**src/rtl/serial_sub_if.sv**
```systemverilog
// serial_sub_if: request/result bundle between a controller and serial_sub.
//   start       : request pulse (sampled by the subtractor only while busy = 0)
//   a, b        : minuend / subtrahend, captured on the accepted start
//   busy        : subtraction in progress
//   done        : one-cycle pulse when diff/borrow are refreshed
//   diff        : a - b modulo 2^WIDTH
//   borrow      : final borrow out (a < b, unsigned)
// master = controller side, slave = subtractor side.
interface serial_sub_if #(
  parameter int WIDTH = 8
) ();
  logic             start;
  logic [WIDTH-1:0] a;
  logic [WIDTH-1:0] b;
  logic             busy;
  logic             done;
  logic [WIDTH-1:0] diff;
  logic             borrow;

  modport master (output start, a, b, input busy, done, diff, borrow);
  modport slave  (input start, a, b, output busy, done, diff, borrow);
endinterface

```
**src/rtl/serial_sub.sv**
```systemverilog
// serial_sub: bit-serial, LSB-first unsigned subtractor, diff = a - b.
// One full-subtractor slice (two half_sub cells + OR) is evaluated per clock
// with the borrow carried between slices in a flip-flop. Operands are captured
// on an accepted start; WIDTH slices later the result is published with a
// one-cycle done pulse.
//   clk  : rising-edge clock
//   rst  : synchronous active-high reset, clears every register
//   bus  : serial_sub_if.slave (start/a/b in, busy/done/diff/borrow out)

// half_sub: d = x - y (one bit), bo = borrow out.
module half_sub (
  input  logic x,
  input  logic y,
  output logic d,
  output logic bo
);
  assign d  = x ^ y;
  assign bo = ~x & y;
endmodule

module serial_sub #(
  parameter int WIDTH = 8
) (
  input  logic         clk,
  input  logic         rst,
  serial_sub_if.slave  bus
);
  localparam int CW = $clog2(WIDTH) + 1;

  typedef enum logic [1:0] {
    IDLE  = 2'd0,
    SHIFT = 2'd1,
    DONE  = 2'd2
  } state_t;

  state_t           state;
  logic [WIDTH-1:0] a_sh;
  logic [WIDTH-1:0] b_sh;
  logic [WIDTH-1:0] r_sh;
  logic             br;
  logic [CW-1:0]    cnt;

  logic             busy_q;
  logic             done_q;
  logic [WIDTH-1:0] diff_q;
  logic             borrow_q;

  // Full-subtractor slice: (x - y) then (- br); either stage may borrow.
  logic d1, b1, d, b2, br_nx;

  half_sub u_hs0 (.x(a_sh[0]), .y(b_sh[0]), .d(d1), .bo(b1));
  half_sub u_hs1 (.x(d1),      .y(br),      .d(d),  .bo(b2));

  assign br_nx = b1 | b2;

  logic last;
  assign last = (cnt == CW'(WIDTH - 1));

  always_ff @(posedge clk) begin
    if (rst) begin
      state    <= IDLE;
      a_sh     <= '0;
      b_sh     <= '0;
      r_sh     <= '0;
      br       <= 1'b0;
      cnt      <= '0;
      busy_q   <= 1'b0;
      done_q   <= 1'b0;
      diff_q   <= '0;
      borrow_q <= 1'b0;
    end else begin
      // done is a single-cycle pulse; only the DONE state raises it.
      done_q <= 1'b0;
      case (state)
        IDLE: begin
          if (bus.start) begin
            a_sh   <= bus.a;
            b_sh   <= bus.b;
            br     <= 1'b0;
            cnt    <= '0;
            busy_q <= 1'b1;
            state  <= SHIFT;
          end
        end

        SHIFT: begin
          // start is ignored here; operands already live in the shifters.
          r_sh <= {d, r_sh[WIDTH-1:1]};
          br   <= br_nx;
          a_sh <= a_sh >> 1;
          b_sh <= b_sh >> 1;
          cnt  <= cnt + 1'b1;
          if (last) begin
            busy_q <= 1'b0;
            state  <= DONE;
          end
        end

        DONE: begin
          // r_sh/br already include the last slice, so publish them now.
          done_q   <= 1'b1;
          diff_q   <= r_sh;
          borrow_q <= br;
          if (bus.start) begin
            // back-to-back: reload without passing through IDLE
            a_sh   <= bus.a;
            b_sh   <= bus.b;
            br     <= 1'b0;
            cnt    <= '0;
            busy_q <= 1'b1;
            state  <= SHIFT;
          end else begin
            state  <= IDLE;
          end
        end

        default: begin
          busy_q <= 1'b0;
          state  <= IDLE;
        end
      endcase
    end
  end

  assign bus.busy   = busy_q;
  assign bus.done   = done_q;
  assign bus.diff   = diff_q;
  assign bus.borrow = borrow_q;
endmodule
```
**src/flat_wrapper.sv**
```systemverilog
// flat-port wrapper written by rule: the top's interface ports become plain ports
module serial_sub_flat 
#(
  parameter int WIDTH = 8
)
  (clk, rst, bus_start, bus_a, bus_b, bus_busy, bus_done, bus_diff, bus_borrow);
  serial_sub_if #(.WIDTH(WIDTH)) bus_i ();
  input  logic clk;
  input  logic rst;
  input wire logic [$bits(bus_i.start)-1:0] bus_start;
  input wire logic [$bits(bus_i.a)-1:0] bus_a;
  input wire logic [$bits(bus_i.b)-1:0] bus_b;
  output wire logic [$bits(bus_i.busy)-1:0] bus_busy;
  output wire logic [$bits(bus_i.done)-1:0] bus_done;
  output wire logic [$bits(bus_i.diff)-1:0] bus_diff;
  output wire logic [$bits(bus_i.borrow)-1:0] bus_borrow;
  assign bus_i.start = bus_start;
  assign bus_i.a = bus_a;
  assign bus_i.b = bus_b;
  assign bus_busy = bus_i.busy;
  assign bus_done = bus_i.done;
  assign bus_diff = bus_i.diff;
  assign bus_borrow = bus_i.borrow;
  serial_sub #(.WIDTH(WIDTH)) u_core (.clk(clk), .rst(rst), .bus(bus_i));
endmodule
```
**config.mk**
```make
export PLATFORM = sky130hd
export DESIGN_NAME = serial_sub_flat
export DESIGN_NICKNAME = d
export VERILOG_FILES = /design/src/rtl/serial_sub_if.sv /design/src/rtl/serial_sub.sv /design/src/flat_wrapper.sv
export SDC_FILE = /design/constraint.sdc
export NUM_CORES = 1
export LEC_CHECK = 0
export BUFFER_PORTS_ARGS = -buffer_cell sky130_fd_sc_hd__buf_2
export CORE_ASPECT_RATIO = 1.1
export CORE_MARGIN = 8
export CORE_UTILIZATION = 35
export CTS_CLUSTER_DIAMETER = 30
export DETAILED_ROUTE_END_ITERATION = 8
export GPL_TIMING_DRIVEN = 0
export MAX_ROUTING_LAYER = met4
export PLACE_DENSITY = 0.61
export SETUP_SLACK_MARGIN = 0.5
export SYNTH_ARGS = -nofsm -noshare
export SYNTH_HDL_FRONTEND = slang
export SYNTH_HIERARCHICAL = 1
export SYNTH_SLANG_ARGS = --single-unit
export TNS_END_PERCENT = 5
```
**constraint.sdc**
```tcl
create_clock -name clk -period 1.6 [get_ports clk]
set_clock_uncertainty 0.2 [all_clocks]
set_input_delay 0.16 -clock clk [delete_from_list [all_inputs] [get_ports clk]]
set_output_delay 0.16 -clock clk [all_outputs]
set_load 0.03 [all_outputs]
```
==> impl_metrics.sql, run 1 <==
INSERT INTO impl_metrics (metric_group, metric, value, unit) VALUES
('clock_network', 'htreeDepth', '2', ''),
('synth', 'synth_edf_count', '0', ''),
('setup_path', 'crit_buf_inv', '4', ''),
('clock_network', 'clock_network_latency_to_the_later_pin_of_the_worst_skew_pair', '0.29', 'ns'),
('routing', 'detail_route.first_pass.iterations', '4', ''),
('setup_path', 'critical_path.reg2reg.startpoint', 'u_core/a_sh[0]$_SDFFE_PP0P_', ''),
('finish', 'drive_gt1_share', '40.2', '%'),
('clock_network', 'cts.clk_slew.worst_paths', '0.08', 'ns'),
('routing', 'drt_iter0_markers', '82', ''),
('timing', 'achievable-frequency', '719', 'MHz'),
('flow_run', 'max_cap_violations', '0', ''),
('finish', 'finish.net_count', '272', ''),
('synth', 'yosys.area.top_type', 'sky130_fd_sc_hd__dfxtp_1', ''),
('setup_path', 'cp.required', '1.56', 'ns'),
('setup_path', 'cp_top_family', 'adder cells', ''),
('global_route', 'grt_remaining_overflow', '0', ''),
('power_and_ir_drop', 'pwr_density_cell', '972', 'nW/um^2'),
('timing', 'setup_viol', '0', ''),
('setup_path', 'crit_path_frequent_cell', 'sky130_fd_sc_hd__inv_2', ''),
('synth', 'yosys_register_bits', '42', ''),
('synth', 'ys_top_cells_by_area', 'sky130_fd_sc_hd__dfxtp_1, sky130_fd_sc_hd__nand2_1, sky130_fd_sc_hd__mux2i_1', ''),
('global_route', 'grt_max_degree', '14', ''),
('placement', 'place.gp.congestion', '0.801', ''),
('floorplanning', 'floorplan.rows', '27', ''),
('setup_path', 'worst-path-max-fanout', '2', ''),
('clock_network', 'clockRootBuffer', 'sky130_fd_sc_hd__clkbuf_8', ''),
('timing', 'hold_violations', '0', ''),
('placement', 'io_buffer_count', '28', ''),
('floorplanning', 'die_height', '91.1', 'um'),
('synth', 'portion_of_the_post_synthesis_area_used_by_sequential_elements', '46.8', '%'),
('timing', 'period_minus_slack', '1.39', 'ns'),
('power_and_ir_drop', 'power.total', '2.43', 'mW'),
('global_route', 'grt_first_pass_wirelength', '7.44', 'mm'),
('synth', 'synth.avg_cell_area', '9.07', 'um^2'),
('min_path', 'worst_hold_path_type', 'input port to flip-flop', ''),
('timing', 'max_slew_margin', '59.1', '%'),
('clock_network', 'cts_sinks', '42', ''),
('synth', 'synthArstFlopShare', '0', '%'),
('min_path', 'worst_hold_startpoint', 'bus_b[1]', ''),
('run_status', 'outcome', 'finished clean', ''),
('floorplanning', 'floorplan.io_pins', '30', ''),
('timing', 'setup_repair_after_global_routing_missed_its_margin', 'yes', ''),
('global_route', 'antenna_violations_before_repair', '0', ''),
('synth', 'netlist_instances', '198', ''),
('clock_network', 'cts_inserted_buffers', '5', ''),
('floorplanning', 'placeableCoreArea', '4970', 'um^2'),
('clock_network', 'cts_tree', 'yes', ''),
('setup_path', 'cpPeakStageDelay', '0.35', 'ns'),
('power_and_ir_drop', 'power.static_leakage', '0.968', 'nW'),
('global_route', 'vias_in_the_first_global_route', '1560', ''),
('placement', 'place_hpwl', '2.73', 'mm'),
('routing', 'via_per_inst', '4.99', ''),
('synth', 'postSynthNetCount', '220', ''),
('timing', 'max_slew.worst_pin.slew', '0.614', 'ns'),
('timing', 'post-route-period-util', '86.9', '%'),
('floorplanning', 'floorplan.die_area', '7680', 'um^2'),
('clock_network', 'cts.path.max_buffers', '2', ''),
('setup_path', 'critical_path_arrival', '1.35', 'ns'),
('setup_path', 'crit_slowest_cell', 'sky130_fd_sc_hd__dfxtp_2', ''),
('finish', 'antenna-diode-count', '0', ''),
('routing', 'routed-via-count', '1542', ''),
('finish', 'layout-area-overhead-vs-synth', '38.9', '%'),
('synth', 'synth_top_area_share', '46.8', '%'),
('timing', 'total_negative_slack_for_setup_checks', '0', 'ns'),
('setup_path', 'setup.worst_path.end_class', 'flip-flop', ''),
('synth', 'post_synth_num_cell_types', '24', ''),
('routing', 'wl', '4.23', 'mm'),
('floorplanning', 'initial_util', '36.2', '%'),
('global_route', 'track_usage', '11.8', '%'),
('setup_path', 'worstPathCellList', 'inv_2, ha_4, inv_2, inv_2, ha_4, inv_2, nand2_2, a21oi_2', ''),
('setup_path', 'reg2reg_setup_slack', '0.21', 'ns');
[state kept, by name, indices dropped and copies added, names as in the netlist]
| name | flops |
|---|---|
| u_core/state | 2 |
| u_core/a_sh | 8 |
| u_core/bus.busy | 1 |
| u_core/br | 1 |
| u_core/bus.done | 1 |
| u_core/cnt | 4 |
| u_core/bus.borrow | 1 |
| u_core/b_sh | 8 |
| u_core/r_sh | 8 |
| u_core/bus.diff | 8 |
[where the power goes]
group | leakage [nW] | switching (mW) | internal (mW)
registers | 0.345 | 0.0443 | 1.10
logic | 0.565 | 0.220 | 0.249
clock network | 0.0579 | 0.357 | 0.459
[through the flow]
step                      instances  hold slack (ns)  setup WS [ns]  cell area [um^2]  util, %
after floorplan                 198           0.0960          0.233              1800        -
after global placement          284            0.213         0.0622              2010     40.5
after detailed placement        284            0.217         0.0407              2010     40.5
after CTS                       304          0.00736          0.192              2390     48.2
after global routing            309          0.00827          0.159              2500     50.3
final                           309          0.00721          0.209              2500     50.3
[area by class of cell]
| class | count | area (um^2) |
|---|---|---|
| sequential | 42 | 851 |
| buffer | 16 | 156 |
| clock inverter | 3 | 40.0 |
| inverter | 4 | 15.0 |
| clock buffer | 5 | 68.8 |
| timing repair buffer | 45 | 303 |
| multi-input combinational | 136 | 990 |
| fill | 465 | 2470 |
| tap | 58 | 72.6 |
[placed cells by master (no fill, tap or decap), drive strengths merged]
cell type,count
nor2,4
nand2b,7
o21ai,1
nor3,15
a311oi,1
nand3,5
clkbuf,11
nand3b,1
mux2i,14
dlygate4sd3,4
bufinv,1
a21oi,25
inv,4
mux2,1
nor2b,3
clkinv,2
dfxtp,42
buf,50
ha,3
nand2,40
nand4b,1
bufbuf,1
a211oi,15
[worst register-to-register path: stages (launching register included)]
cell and delay (ns):
sky130_fd_sc_hd__dfxtp_2 0.35, sky130_fd_sc_hd__inv_2 0.05, sky130_fd_sc_hd__ha_4 0.21, sky130_fd_sc_hd__inv_2 0.05, sky130_fd_sc_hd__inv_2 0.04, sky130_fd_sc_hd__ha_4 0.25
sky130_fd_sc_hd__inv_2 0.03, sky130_fd_sc_hd__nand2_2 0.05, sky130_fd_sc_hd__a21oi_2 0.05
[logic make-up (layout without fill, tap and decap cells)]
family                     count (synthesis)  in the layout  share of synthesized area, %
buffers and inverters                     20             73                          6.48
AOI/OAI and AO/OA                         42             42                          16.8
muxes                                     15             15                          8.43
DFF                                       42             42                          46.8
adders and majority gates                  3              3                          2.09
and+or+nand+nor                           76             76                          19.4
[routing by layer]
layer	global-route usage [%]	routed length [um]	up-vias
met2	18.4	2070	22
met4	4.32	67	0
met5	-	0	-
met3	2.59	133	5
met1	14.4	1950	724
li1	-	-	791
[Yosys cell counts (4+ instances only)]
| library cell | count |
|---|---|
| sky130_fd_sc_hd__nor3_1 | 15 |
| sky130_fd_sc_hd__a211oi_2 | 10 |
| sky130_fd_sc_hd__nor2_1 | 4 |
| sky130_fd_sc_hd__clkbuf_1 | 7 |
| sky130_fd_sc_hd__mux2i_1 | 14 |
| sky130_fd_sc_hd__dfxtp_1 | 42 |
| sky130_fd_sc_hd__a211oi_1 | 5 |
| sky130_fd_sc_hd__inv_1 | 4 |
| sky130_fd_sc_hd__a21oi_1 | 25 |
| sky130_fd_sc_hd__nand2_1 | 39 |
| sky130_fd_sc_hd__buf_6 | 4 |
| sky130_fd_sc_hd__nand2b_1 | 6 |
| sky130_fd_sc_hd__nand3_1 | 5 |
[path summary, 6_finish.rpt]
| check | cells after the start | to |
|---|---|---|
| max | 8 | u_core/r_sh[7]$_SDFFE_PP0N_ |
| min | 3 | u_core/b_sh[1]$_SDFFE_PP0P_ |
| max reg2reg | 8 | u_core/r_sh[7]$_SDFFE_PP0N_ |
| min reg2reg | 2 | u_core/bus.diff[0]$_SDFFE_PP0N_ |
[repair_timing]
action / in CTS / in global routing
hold buffers: 4 / 0
endpoints found under the setup margin: 53 / 53
resized for setup: 39 / 21
hold endpoints to repair: 4 / 0
pin swaps: 4 / 3
setup buffers: 6 / 4
cloned: 2 / 1
Note: power is estimated with default switching activity, not from simulation.
==> run 2: changes to the inputs <==
--- a/config.mk
+++ b/config.mk
@@ -7,8 +7,9 @@
 export LEC_CHECK = 0
 export BUFFER_PORTS_ARGS = -buffer_cell sky130_fd_sc_hd__buf_2
 export CORE_ASPECT_RATIO = 1.1
-export CORE_MARGIN = 8
+export CORE_MARGIN = 1
 export CORE_UTILIZATION = 35
+export CTS_BUF_LIST = sky130_fd_sc_hd__clkbuf_16
 export CTS_CLUSTER_DIAMETER = 30
 export DETAILED_ROUTE_END_ITERATION = 8
 export GPL_TIMING_DRIVEN = 0
==> impl_metrics.sql, run 2 (synthesis gave the netlist of run 1 again) <==
INSERT INTO impl_metrics (metric_group, metric, value, unit) VALUES
('placement', 'io_buffer_count', '28', ''),
('setup_path', 'rr_worst_depth', '4', ''),
('clock_network', 'cts_sinks', '42', ''),
('power_and_ir_drop', 'power.static_leakage', '0.938', 'nW'),
('routing', 'via_per_inst', '5.15', ''),
('finish', 'antenna-diode-count', '0', ''),
('timing', 'finalWorstSetupSlack', '0.172', 'ns'),
('global_route', 'grt_max_degree', '14', ''),
('clock_network', 'clock_network_latency_to_the_later_pin_of_the_worst_skew_pair', '0.28', 'ns'),
('global_route', 'grt_first_pass_wirelength', '6.89', 'mm'),
('timing', 'period_minus_slack', '1.43', 'ns'),
('clock_network', 'clockRootBuffer', 'sky130_fd_sc_hd__clkbuf_16', ''),
('finish', 'final_standard_cell_area_without_fillers', '2470', 'um^2'),
('min_path', 'worst_hold_path_type', 'input port to flip-flop', ''),
('routing', 'drt_iter0_markers', '98', ''),
('routing', 'routed-via-count', '1530', ''),
('clock_network', 'cts_inserted_buffers', '5', ''),
('clock_network', 'cts.clk_slew.worst_paths', '0.06', 'ns'),
('setup_path', 'worst-path-max-fanout', '10', ''),
('min_path', 'min_delay_path_depth', '4', ''),
('timing', 'max_slew.worst_pin.slew', '0.641', 'ns'),
('floorplanning', 'die_height', '77.1', 'um'),
('floorplanning', 'placeableCoreArea', '4780', 'um^2'),
('clock_network', 'cts.path.max_buffers', '2', ''),
('run_status', 'outcome', 'finished clean', ''),
('timing', 'setup_viol', '0', ''),
('finish', 'drive_gt1_share', '36.5', '%'),
('finish', 'layout-area-overhead-vs-synth', '37.5', '%'),
('setup_path', 'cp.required', '1.54', 'ns'),
('clock_network', 'cts_tree', 'yes', ''),
('routing', 'detail_route.first_pass.iterations', '4', ''),
('finish', 'fill_cells', '429', ''),
('floorplanning', 'floorplan.io_pins', '30', ''),
('setup_path', 'crit_path_start_kind', 'flip-flop', ''),
('global_route', 'antenna_violations_before_repair', '0', ''),
('placement', 'place_hpwl', '2.47', 'mm'),
('power_and_ir_drop', 'power.total', '2.72', 'mW'),
('global_route', 'vias_in_the_first_global_route', '1420', ''),
('routing', 'final_antenna_net_count', '0', ''),
('timing', 'total_negative_slack_for_setup_checks', '0', 'ns'),
('floorplanning', 'floorplan.die_area', '5420', 'um^2'),
('floorplanning', 'initial_util', '37.6', '%'),
('flow_run', 'max_cap_violations', '0', ''),
('finish', 'finish.net_count', '262', ''),
('setup_path', 'reg2reg_setup_slack', '0.17', 'ns'),
('finish', 'final_cell_mix', 'sky130_fd_sc_hd__nand2_1, sky130_fd_sc_hd__dfxtp_1, sky130_fd_sc_hd__buf_2', ''),
('timing', 'finalMaxSlewViolations', '0', ''),
('placement', 'place.gp.congestion', '0.763', ''),
('timing', 'hold_violations', '0', ''),
('timing', 'achievable-frequency', '700', 'MHz'),
('setup_path', 'setup.worst_path.end_class', 'flip-flop', ''),
('timing', 'setup_repair_after_global_routing_missed_its_margin', 'yes', ''),
('routing', 'dr_drc_count', '0', ''),
('timing', 'max_slew_margin', '57.3', '%'),
('clock_network', 'htreeDepth', '2', ''),
('routing', 'wire_per_inst', '13.9', 'um'),
('setup_path', 'timing.setup.critical_path_class', 'flip-flop to flip-flop', ''),
('timing', 'final.hold.worst_slack', '0.000211', 'ns'),
('floorplanning', 'floorplan.die.width', '70.3', 'um'),
('global_route', 'grt_remaining_overflow', '0', ''),
('setup_path', 'critical_path_arrival', '1.36', 'ns'),
('floorplanning', 'floorplan.rows', '26', ''),
('finish', 'layout.cells.most_common', 'sky130_fd_sc_hd__nand2_1', ''),
('power_and_ir_drop', 'ir_worst_vdd', '0.745', 'mV'),
('placement', 'place_ws', '0.0561', 'ns'),
('routing', 'wl', '4.14', 'mm'),
('power_and_ir_drop', 'pwr_density_cell', '1100', 'nW/um^2'),
('placement', 'place_area', '2010', 'um^2'),
('timing', 'post-route-period-util', '89.3', '%'),
('global_route', 'track_usage', '16.7', '%');
[run 2: cell count changes in the layout (fill, tap and decap cells not counted), moves of 2 or more]
cell / before / now
sky130_fd_sc_hd__nor3_4: 2 / 7
sky130_fd_sc_hd__dlygate4sd3_1: 4 / 2
sky130_fd_sc_hd__clkbuf_8: 5 / 0
sky130_fd_sc_hd__buf_4: 13 / 4
sky130_fd_sc_hd__nor3_2: 8 / 2
sky130_fd_sc_hd__clkbuf_16: 0 / 6
[run 2: worst paths after layout]
path / start / to
hold / removal: bus_start / u_core/cnt[3]$_SDFFE_PP0P_
hold reg to reg: u_core/bus.diff[5]$_SDFFE_PP0N_ / u_core/bus.diff[5]$_SDFFE_PP0N_
setup reg to reg: u_core/state[0]$_SDFFE_PP0P_ / u_core/a_sh[3]$_SDFFE_PP0P_
setup / recovery: u_core/state[0]$_SDFFE_PP0P_ / u_core/a_sh[3]$_SDFFE_PP0P_
[run 2: area by class of cell]
cell class | instances | area, um^2 | area share (%)
buffer | 16 | 154 | 6.23
clock buffer | 5 | 125 | 5.07
clock inverter | 3 | 40.0 | 1.62
inverter | 4 | 15.0 | 0.608
multi-input combinational | 136 | 990 | 40.1
sequential | 42 | 848 | 34.3
tap | 56 | 70.1 | 2.84
timing repair buffer | 35 | 228 | 9.22
[run 2: worst max-delay path, cell delays in order, from the launching register on]
cell and delay (ns):
sky130_fd_sc_hd__dfxtp_4 0.38, sky130_fd_sc_hd__buf_8 0.16, sky130_fd_sc_hd__buf_12 0.16, sky130_fd_sc_hd__mux2i_1 0.27, sky130_fd_sc_hd__a211oi_2 0.11
[run 2: per-stage QoR]
step / std cells / util [%]
final: 297 / 51.6
after global routing: 297 / 51.6
after CTS: 296 / 50.2
after detailed placement: 282 / 42.0
after global placement: 282 / 42.0
after floorplan: 198 / -
[run 2: what timing repair did]
action                                  in CTS  in global routing
hold buffers                                 2                  0
cloned                                       1                  1
setup buffers                                3                  0
endpoints found under the setup margin      53                 53
resized for setup                           41                 14
hold endpoints to repair                     3                  0
pin swaps                                    4                 15
[run 2: routing by layer]
| layer | track usage (%) | vias to the layer above | part of all wire, % |
|---|---|---|---|
| met5 | - | - | 0 |
| met4 | 7.20 | 0 | 1.9 |
| met3 | 3.81 | 8 | 3.8 |
| met2 | 25.7 | 30 | 47 |
| met1 | 20.9 | 728 | 47 |
| li1 | - | 764 | - |
[run 2: power by group]
group | internal [mW] | leakage [nW] | total [mW] | switching, mW
clock | 0.730 | 0.0836 | 1.12 | 0.394
combinational | 0.220 | 0.509 | 0.444 | 0.224
sequential | 1.10 | 0.345 | 1.15 | 0.0478
total | 2.05 | 0.938 | 2.72 | 0.665
